--- src/rtl/alu_rr_scheduler_if.sv ---
// Command, core and response signals shared by the scheduler, its two
// requesters and the ALU/NPU core.
interface alu_rr_scheduler_if #(
  parameter int unsigned CNT_W = 8
);
  logic             stall;

  logic             req0_valid;
  logic             req0_ready;
  logic             req0_mode;
  logic [3:0]       req0_op;
  logic [3:0]       req0_a;
  logic [3:0]       req0_b;

  logic             req1_valid;
  logic             req1_ready;
  logic             req1_mode;
  logic [3:0]       req1_op;
  logic [3:0]       req1_a;
  logic [3:0]       req1_b;

  logic             alu_valid;
  logic             alu_mode;
  logic [3:0]       alu_op;
  logic [3:0]       alu_a;
  logic [3:0]       alu_b;
  logic [3:0]       alu_result;
  logic [3:0]       alu_flags;

  logic             resp0_valid;
  logic [3:0]       resp0_result;
  logic [3:0]       resp0_flags;
  logic             resp1_valid;
  logic [3:0]       resp1_result;
  logic [3:0]       resp1_flags;

  logic [CNT_W-1:0] done_cnt0;
  logic [CNT_W-1:0] done_cnt1;
  logic             idle;

  // Scheduler side
  modport slave (
    input  stall,
    input  req0_valid, req0_mode, req0_op, req0_a, req0_b,
    output req0_ready,
    input  req1_valid, req1_mode, req1_op, req1_a, req1_b,
    output req1_ready,
    output alu_valid, alu_mode, alu_op, alu_a, alu_b,
    input  alu_result, alu_flags,
    output resp0_valid, resp0_result, resp0_flags,
    output resp1_valid, resp1_result, resp1_flags,
    output done_cnt0, done_cnt1, idle
  );

  // Host requesters plus core
  modport master (
    output stall,
    output req0_valid, req0_mode, req0_op, req0_a, req0_b,
    input  req0_ready,
    output req1_valid, req1_mode, req1_op, req1_a, req1_b,
    input  req1_ready,
    input  alu_valid, alu_mode, alu_op, alu_a, alu_b,
    output alu_result, alu_flags,
    input  resp0_valid, resp0_result, resp0_flags,
    input  resp1_valid, resp1_result, resp1_flags,
    input  done_cnt0, done_cnt1, idle
  );
endinterface

--- src/rtl/alu_rr_scheduler.sv ---
// Round-robin scheduler sharing one pipelined ALU/NPU core between two
// requesters. Issues at most one op per cycle, tags it with its requester and
// routes the core's result/flags back ALU_LAT+2 cycles after the handshake.
module alu_rr_scheduler #(
  parameter int unsigned ALU_LAT = 2,
  parameter int unsigned CNT_W   = 8
) (
  input  logic               clk,
  input  logic               rst,
  alu_rr_scheduler_if.slave  bus
);

  typedef enum logic {
    PRI_REQ0 = 1'b0,
    PRI_REQ1 = 1'b1
  } pri_e;

  pri_e             pri_q, pri_d;
  logic             gnt0, gnt1, xfer;

  logic             alu_valid_q;
  logic             alu_id_q;
  logic             alu_mode_q;
  logic [3:0]       alu_op_q, alu_a_q, alu_b_q;

  logic [ALU_LAT-1:0] tag_v, tag_id;
  logic             tail_v, tail_id;

  logic             resp0_valid_q, resp1_valid_q;
  logic [3:0]       resp0_result_q, resp0_flags_q;
  logic [3:0]       resp1_result_q, resp1_flags_q;
  logic [CNT_W-1:0] cnt0_q, cnt1_q;

  // Grant from valids, stall and the priority pointer; pointer flips to the
  // other requester after any transfer.
  always_comb begin
    gnt0  = 1'b0;
    gnt1  = 1'b0;
    pri_d = pri_q;
    if (!bus.stall) begin
      if (bus.req0_valid && bus.req1_valid) begin
        gnt0 = (pri_q == PRI_REQ0);
        gnt1 = (pri_q == PRI_REQ1);
      end else begin
        gnt0 = bus.req0_valid;
        gnt1 = bus.req1_valid;
      end
    end
    if (gnt0) begin
      pri_d = PRI_REQ1;
    end else if (gnt1) begin
      pri_d = PRI_REQ0;
    end
  end

  assign xfer = gnt0 | gnt1;

  // Priority pointer register
  always_ff @(posedge clk) begin
    if (rst) begin
      pri_q <= PRI_REQ0;
    end else begin
      pri_q <= pri_d;
    end
  end

  // Issue stage: capture the granted command; fields hold when nothing issues
  always_ff @(posedge clk) begin
    if (rst) begin
      alu_valid_q <= 1'b0;
      alu_id_q    <= 1'b0;
      alu_mode_q  <= 1'b0;
      alu_op_q    <= '0;
      alu_a_q     <= '0;
      alu_b_q     <= '0;
    end else begin
      alu_valid_q <= xfer;
      if (xfer) begin
        alu_id_q   <= gnt1;
        alu_mode_q <= gnt1 ? bus.req1_mode : bus.req0_mode;
        alu_op_q   <= gnt1 ? bus.req1_op   : bus.req0_op;
        alu_a_q    <= gnt1 ? bus.req1_a    : bus.req0_a;
        alu_b_q    <= gnt1 ? bus.req1_b    : bus.req0_b;
      end
    end
  end

  // Tag shift register tracking each issued op through the core's latency;
  // stage ALU_LAT-1 lines up with the cycle the core's result is valid.
  always_ff @(posedge clk) begin
    if (rst) begin
      tag_v  <= '0;
      tag_id <= '0;
    end else begin
      tag_v[0]  <= alu_valid_q;
      tag_id[0] <= alu_id_q;
      for (int unsigned i = 1; i < ALU_LAT; i++) begin
        tag_v[i]  <= tag_v[i-1];
        tag_id[i] <= tag_id[i-1];
      end
    end
  end

  assign tail_v  = tag_v[ALU_LAT-1];
  assign tail_id = tag_id[ALU_LAT-1];

  // Response capture and completion counters; the counter steps on the same
  // edge that raises resp_valid, so it already shows the new count in that
  // cycle.
  always_ff @(posedge clk) begin
    if (rst) begin
      resp0_valid_q  <= 1'b0;
      resp1_valid_q  <= 1'b0;
      resp0_result_q <= '0;
      resp0_flags_q  <= '0;
      resp1_result_q <= '0;
      resp1_flags_q  <= '0;
      cnt0_q         <= '0;
      cnt1_q         <= '0;
    end else begin
      resp0_valid_q <= tail_v & ~tail_id;
      resp1_valid_q <= tail_v &  tail_id;
      if (tail_v && !tail_id) begin
        resp0_result_q <= bus.alu_result;
        resp0_flags_q  <= bus.alu_flags;
        cnt0_q         <= cnt0_q + 1'b1;
      end
      if (tail_v && tail_id) begin
        resp1_result_q <= bus.alu_result;
        resp1_flags_q  <= bus.alu_flags;
        cnt1_q         <= cnt1_q + 1'b1;
      end
    end
  end

  assign bus.req0_ready   = gnt0;
  assign bus.req1_ready   = gnt1;
  assign bus.alu_valid    = alu_valid_q;
  assign bus.alu_mode     = alu_mode_q;
  assign bus.alu_op       = alu_op_q;
  assign bus.alu_a        = alu_a_q;
  assign bus.alu_b        = alu_b_q;
  assign bus.resp0_valid  = resp0_valid_q;
  assign bus.resp0_result = resp0_result_q;
  assign bus.resp0_flags  = resp0_flags_q;
  assign bus.resp1_valid  = resp1_valid_q;
  assign bus.resp1_result = resp1_result_q;
  assign bus.resp1_flags  = resp1_flags_q;
  assign bus.done_cnt0    = cnt0_q;
  assign bus.done_cnt1    = cnt1_q;
  assign bus.idle         = ~(|tag_v) & ~alu_valid_q & ~resp0_valid_q & ~resp1_valid_q;

endmodule
--- src/flat_wrapper.sv ---
// flat-port wrapper written by rule: the top's interface ports become plain ports
module alu_rr_scheduler_flat 
#(
  parameter int unsigned ALU_LAT = 2,
  parameter int unsigned CNT_W   = 8
)
  (clk, rst, bus_stall, bus_req0_valid, bus_req0_mode, bus_req0_op, bus_req0_a, bus_req0_b, bus_req0_ready, bus_req1_valid, bus_req1_mode, bus_req1_op, bus_req1_a, bus_req1_b, bus_req1_ready, bus_alu_valid, bus_alu_mode, bus_alu_op, bus_alu_a, bus_alu_b, bus_alu_result, bus_alu_flags, bus_resp0_valid, bus_resp0_result, bus_resp0_flags, bus_resp1_valid, bus_resp1_result, bus_resp1_flags, bus_done_cnt0, bus_done_cnt1, bus_idle);
  alu_rr_scheduler_if #(.CNT_W(CNT_W)) bus_i ();
  input  logic clk;
  input  logic rst;
  input wire logic [$bits(bus_i.stall)-1:0] bus_stall;
  input wire logic [$bits(bus_i.req0_valid)-1:0] bus_req0_valid;
  input wire logic [$bits(bus_i.req0_mode)-1:0] bus_req0_mode;
  input wire logic [$bits(bus_i.req0_op)-1:0] bus_req0_op;
  input wire logic [$bits(bus_i.req0_a)-1:0] bus_req0_a;
  input wire logic [$bits(bus_i.req0_b)-1:0] bus_req0_b;
  output wire logic [$bits(bus_i.req0_ready)-1:0] bus_req0_ready;
  input wire logic [$bits(bus_i.req1_valid)-1:0] bus_req1_valid;
  input wire logic [$bits(bus_i.req1_mode)-1:0] bus_req1_mode;
  input wire logic [$bits(bus_i.req1_op)-1:0] bus_req1_op;
  input wire logic [$bits(bus_i.req1_a)-1:0] bus_req1_a;
  input wire logic [$bits(bus_i.req1_b)-1:0] bus_req1_b;
  output wire logic [$bits(bus_i.req1_ready)-1:0] bus_req1_ready;
  output wire logic [$bits(bus_i.alu_valid)-1:0] bus_alu_valid;
  output wire logic [$bits(bus_i.alu_mode)-1:0] bus_alu_mode;
  output wire logic [$bits(bus_i.alu_op)-1:0] bus_alu_op;
  output wire logic [$bits(bus_i.alu_a)-1:0] bus_alu_a;
  output wire logic [$bits(bus_i.alu_b)-1:0] bus_alu_b;
  input wire logic [$bits(bus_i.alu_result)-1:0] bus_alu_result;
  input wire logic [$bits(bus_i.alu_flags)-1:0] bus_alu_flags;
  output wire logic [$bits(bus_i.resp0_valid)-1:0] bus_resp0_valid;
  output wire logic [$bits(bus_i.resp0_result)-1:0] bus_resp0_result;
  output wire logic [$bits(bus_i.resp0_flags)-1:0] bus_resp0_flags;
  output wire logic [$bits(bus_i.resp1_valid)-1:0] bus_resp1_valid;
  output wire logic [$bits(bus_i.resp1_result)-1:0] bus_resp1_result;
  output wire logic [$bits(bus_i.resp1_flags)-1:0] bus_resp1_flags;
  output wire logic [$bits(bus_i.done_cnt0)-1:0] bus_done_cnt0;
  output wire logic [$bits(bus_i.done_cnt1)-1:0] bus_done_cnt1;
  output wire logic [$bits(bus_i.idle)-1:0] bus_idle;
  assign bus_i.stall = bus_stall;
  assign bus_i.req0_valid = bus_req0_valid;
  assign bus_i.req0_mode = bus_req0_mode;
  assign bus_i.req0_op = bus_req0_op;
  assign bus_i.req0_a = bus_req0_a;
  assign bus_i.req0_b = bus_req0_b;
  assign bus_req0_ready = bus_i.req0_ready;
  assign bus_i.req1_valid = bus_req1_valid;
  assign bus_i.req1_mode = bus_req1_mode;
  assign bus_i.req1_op = bus_req1_op;
  assign bus_i.req1_a = bus_req1_a;
  assign bus_i.req1_b = bus_req1_b;
  assign bus_req1_ready = bus_i.req1_ready;
  assign bus_alu_valid = bus_i.alu_valid;
  assign bus_alu_mode = bus_i.alu_mode;
  assign bus_alu_op = bus_i.alu_op;
  assign bus_alu_a = bus_i.alu_a;
  assign bus_alu_b = bus_i.alu_b;
  assign bus_i.alu_result = bus_alu_result;
  assign bus_i.alu_flags = bus_alu_flags;
  assign bus_resp0_valid = bus_i.resp0_valid;
  assign bus_resp0_result = bus_i.resp0_result;
  assign bus_resp0_flags = bus_i.resp0_flags;
  assign bus_resp1_valid = bus_i.resp1_valid;
  assign bus_resp1_result = bus_i.resp1_result;
  assign bus_resp1_flags = bus_i.resp1_flags;
  assign bus_done_cnt0 = bus_i.done_cnt0;
  assign bus_done_cnt1 = bus_i.done_cnt1;
  assign bus_idle = bus_i.idle;
  alu_rr_scheduler #(.ALU_LAT(ALU_LAT), .CNT_W(CNT_W)) u_core (.clk(clk), .rst(rst), .bus(bus_i));
endmodule
--- config.mk ---
export PLATFORM = sky130hd
export DESIGN_NAME = alu_rr_scheduler_flat
export DESIGN_NICKNAME = d
export VERILOG_FILES = /design/src/rtl/alu_rr_scheduler_if.sv /design/src/rtl/alu_rr_scheduler.sv /design/src/flat_wrapper.sv
export SDC_FILE = /design/constraint.sdc
export NUM_CORES = 1
export LEC_CHECK = 0
export CAP_MARGIN = 25
export CORE_MARGIN = 8
export CORE_UTILIZATION = 42
export DETAILED_ROUTE_END_ITERATION = 12
export HOLD_SLACK_MARGIN = 0.15
export PLACE_DENSITY = 0.8
export SETUP_SLACK_MARGIN = 0.05
export SLEW_MARGIN = 5
export SYNTH_ARGS = -nofsm -noshare
export SYNTH_HDL_FRONTEND = slang
export SYNTH_SLANG_ARGS = --single-unit
--- constraint.sdc ---
create_clock -name clk -period 1.6 [get_ports clk]
set_input_delay 0.32 -clock clk [delete_from_list [all_inputs] [get_ports clk]]
set_output_delay 0.32 -clock clk [all_outputs]
set_load 0.005 [all_outputs]
==> out/metrics.csv <==
metric,value,unit
status,"complete, but fails checks",
violations,setup timing,
final_cell_mix,"clkdlybuf4s50_1, nand2_1, dfxtp_1",
setup_viol,1,
min_period,1.72,ns
reg2reg_slack,0.37,ns
root_buffer,clkbuf_8,
clock_power_share,34.9,%
layout_commonest_cell,clkdlybuf4s50_1,
hold_viol,0,
fill_cells,386,
hold_slack,0.441,ns
dieArea,0.00743,sq mm
place_congestion,0.766,
crit_path_end_kind,output port,
ant_nets,0,
crit_path_start_kind,flop,
cp_cell_sequence,or4_1 > nor2_1 > buf_2,
rr_worst_depth,4,
cts_buffer_depth,2,
hold_depth,1,
ys_ff_latch,54,
arrival,1.40,ns
power_switching,529,uW
worst_slew_pin_slew,0.478,ns
fin_ws,-0.122,ns
grt_max_degree,20,
grt_usage,14.0,%
grt_pass1_wl,8560,um
synthFlopType,dfxtp_1,
drtIter0Drc,52,
syn2layout_area_growth,54.9,%
path_class,reg2out,
critical_path.startpoint,u_core.tag_v[0],
power_leakage,0.00129,uW
dr_total_vias,1832,
synth_edf_count,0,
synth_fp_nets,262,
synth_cell_types,25,
ir_worst_vdd,0.492,mV
p_sw_share,20.4,%
chipHeight,86.2,um
ctsHoldBuffers,0,
drt-total-wl,5300,um
cap_violations,0,
cts_buffers,5,
coreArea,0.00472,sq mm
rsz0062_at_grt,true,
r2r-start,u_core.pri_q,
period_share,108,%
cts_sinks,54,
rows,25,
ys_async_sr_fraction,0,%
detailed_place_hpwl,4150,um
numPortBuffers,89,
overflow,0,
path_max_fanout,2,
dr.pass1.iters,4,
seqPwrFrac,53.9,%
crit_required,1.28,ns
fmax,581,MHz
p_total,2590,uW
post_drt_wl_per_cell,13.8,um
cp_slowest_stage_delay,0.52,ns
yosys_warnings,0,
antenna_found_initial,0,
r2r-end,u_core.bus.alu_op[3],
dp_cells,377,
finalNonFillerCells,385,
syn_inst,221,
finalMaxSlewViolations,0,
ys_seq_area_share,52.2,%
start_util,43.8,%
grt_pass1_vias,1828,
power_frac_comb,11.2,%
diodes,0,
p_int,2060,uW
slew_headroom,68.2,%
clk_pin_slew_worst_paths,0.09,ns
clock_skew,0.00330,ns
slowest_stage,or4_1,
hold_start,u_core.tag_id[0],
clock_latency,0.29,ns
drc_errors,0,
cts_tree,yes,
die_w,86.2,um
pre_cts_ws,-0.401,ns
drive_above_1_share,12.3,%
min_to,u_core.tag_id[1],
cellPowerDensity,808,mW/mm^2
num_io_pins,90,
avgSynthCellArea,9.36,sq um
vias_per_cell,4.76,
syn_area,0.00207,sq mm
htreeDepth,2,
hold_path_class,reg2reg,
final_nets,359,
==> metrics by stage <==
step	setup TNS [ns]	util (%)	instance area, sq um
finish	-0.122	67.9	3210
detailed placement	-2.44	65.1	3070
global placement	-2.05	65.1	3070
CTS	-0.133	67.5	3190
global route	-0.149	67.9	3210
floorplan	0	-	2070
==> how the worst max path moves through the flow <==
| stage | to | slack [ns] |
|---|---|---|
| final | bus_idle | -0.12 |
| after global routing | bus_idle | -0.15 |
| after CTS | bus_idle | -0.13 |
| after detailed placement | bus_req1_ready | -0.40 |
| after global placement | bus_req1_ready | -0.36 |
| after floorplan | bus_idle | 0.37 |
==> per-layer routing <==
layer  part of all wire (%)  GRT usage [%]  vias to the layer above
met2                     47           22.9                       62
met1                     41           15.4                      838
li1                       -              -                      930
met4                   0.45           4.07                        0
met3                     11           7.37                        2
met5                      0              0                        -
==> Yosys cell counts (3+ instances only) <==
cell type  count  area share [%]
buf_2          3            0.73
nor2b_1        6             1.8
xor2_1        12             5.1
dfxtp_1       54              52
nand2_1       42             7.6
inv_1          3            0.54
and3_1         4             1.2
a21oi_1       20             4.8
nand4_1        8             2.4
clkbuf_2       3            0.73
clkbuf_1       5            0.91
nor2_1        20             3.6
o2bb2ai_1     13             5.5
mux2i_1       13             6.3
==> power groups by stage <==
stage / Sequential [uW] / Combinational [uW] / Clock [uW]
finish: 1400 / 291 / 903
global route: 1400 / 318 / 967
CTS: 1400 / 294 / 931
detailed placement: 1430 / 299 / 0
global placement: 1430 / 294 / 0
floorplan: 1430 / 99.0 / 0
==> critical path, delay by kind of cell (launching register included) <==
family / cells / cell delay, ns
and+or+nand+nor: 2 / 0.66
DFF: 1 / 0.31
buffers and inverters: 1 / 0.14
==> state kept, by name (all words and copies together), names as in the netlist, 4 cells and up <==
register / flops
u_core.bus.done_cnt0: 8
u_core.bus.done_cnt1: 8
u_core.bus.alu_a: 4
u_core.bus.alu_b: 4
u_core.bus.alu_op: 4
u_core.bus.resp0_flags: 4
u_core.bus.resp0_result: 4
u_core.bus.resp1_flags: 4
u_core.bus.resp1_result: 4
==> timing repair <==
action | in CTS | in global routing
endpoints found under the setup margin | 13 | 6
pin swaps | 1 | 1
buffers inserted | 0 | 1
resized for setup | 23 | 6
==> cell type report <==
class	count	area, sq um	share of cell area (%)
Timing Repair Buffer	104	991	30.9
Sequential cell	54	1100	34.3
Multi-Input combinational cell	150	907	28.3
Inverter	3	11.3	0.351
Clock buffer	6	82.6	2.58
Tap cell	67	83.8	2.62
Clock inverter	1	30.0	0.937
==> cells by family after synthesis <==
family,Yosys count,synth area share (%)
mux,13,6.29
fa+ha+maj,2,1.21
buf+inv,17,4.17
simple gates,86,18.7
xor+xnor,14,5.93
compound gates,35,11.5
flops,54,52.2
(Power assumes the default switching activity.)
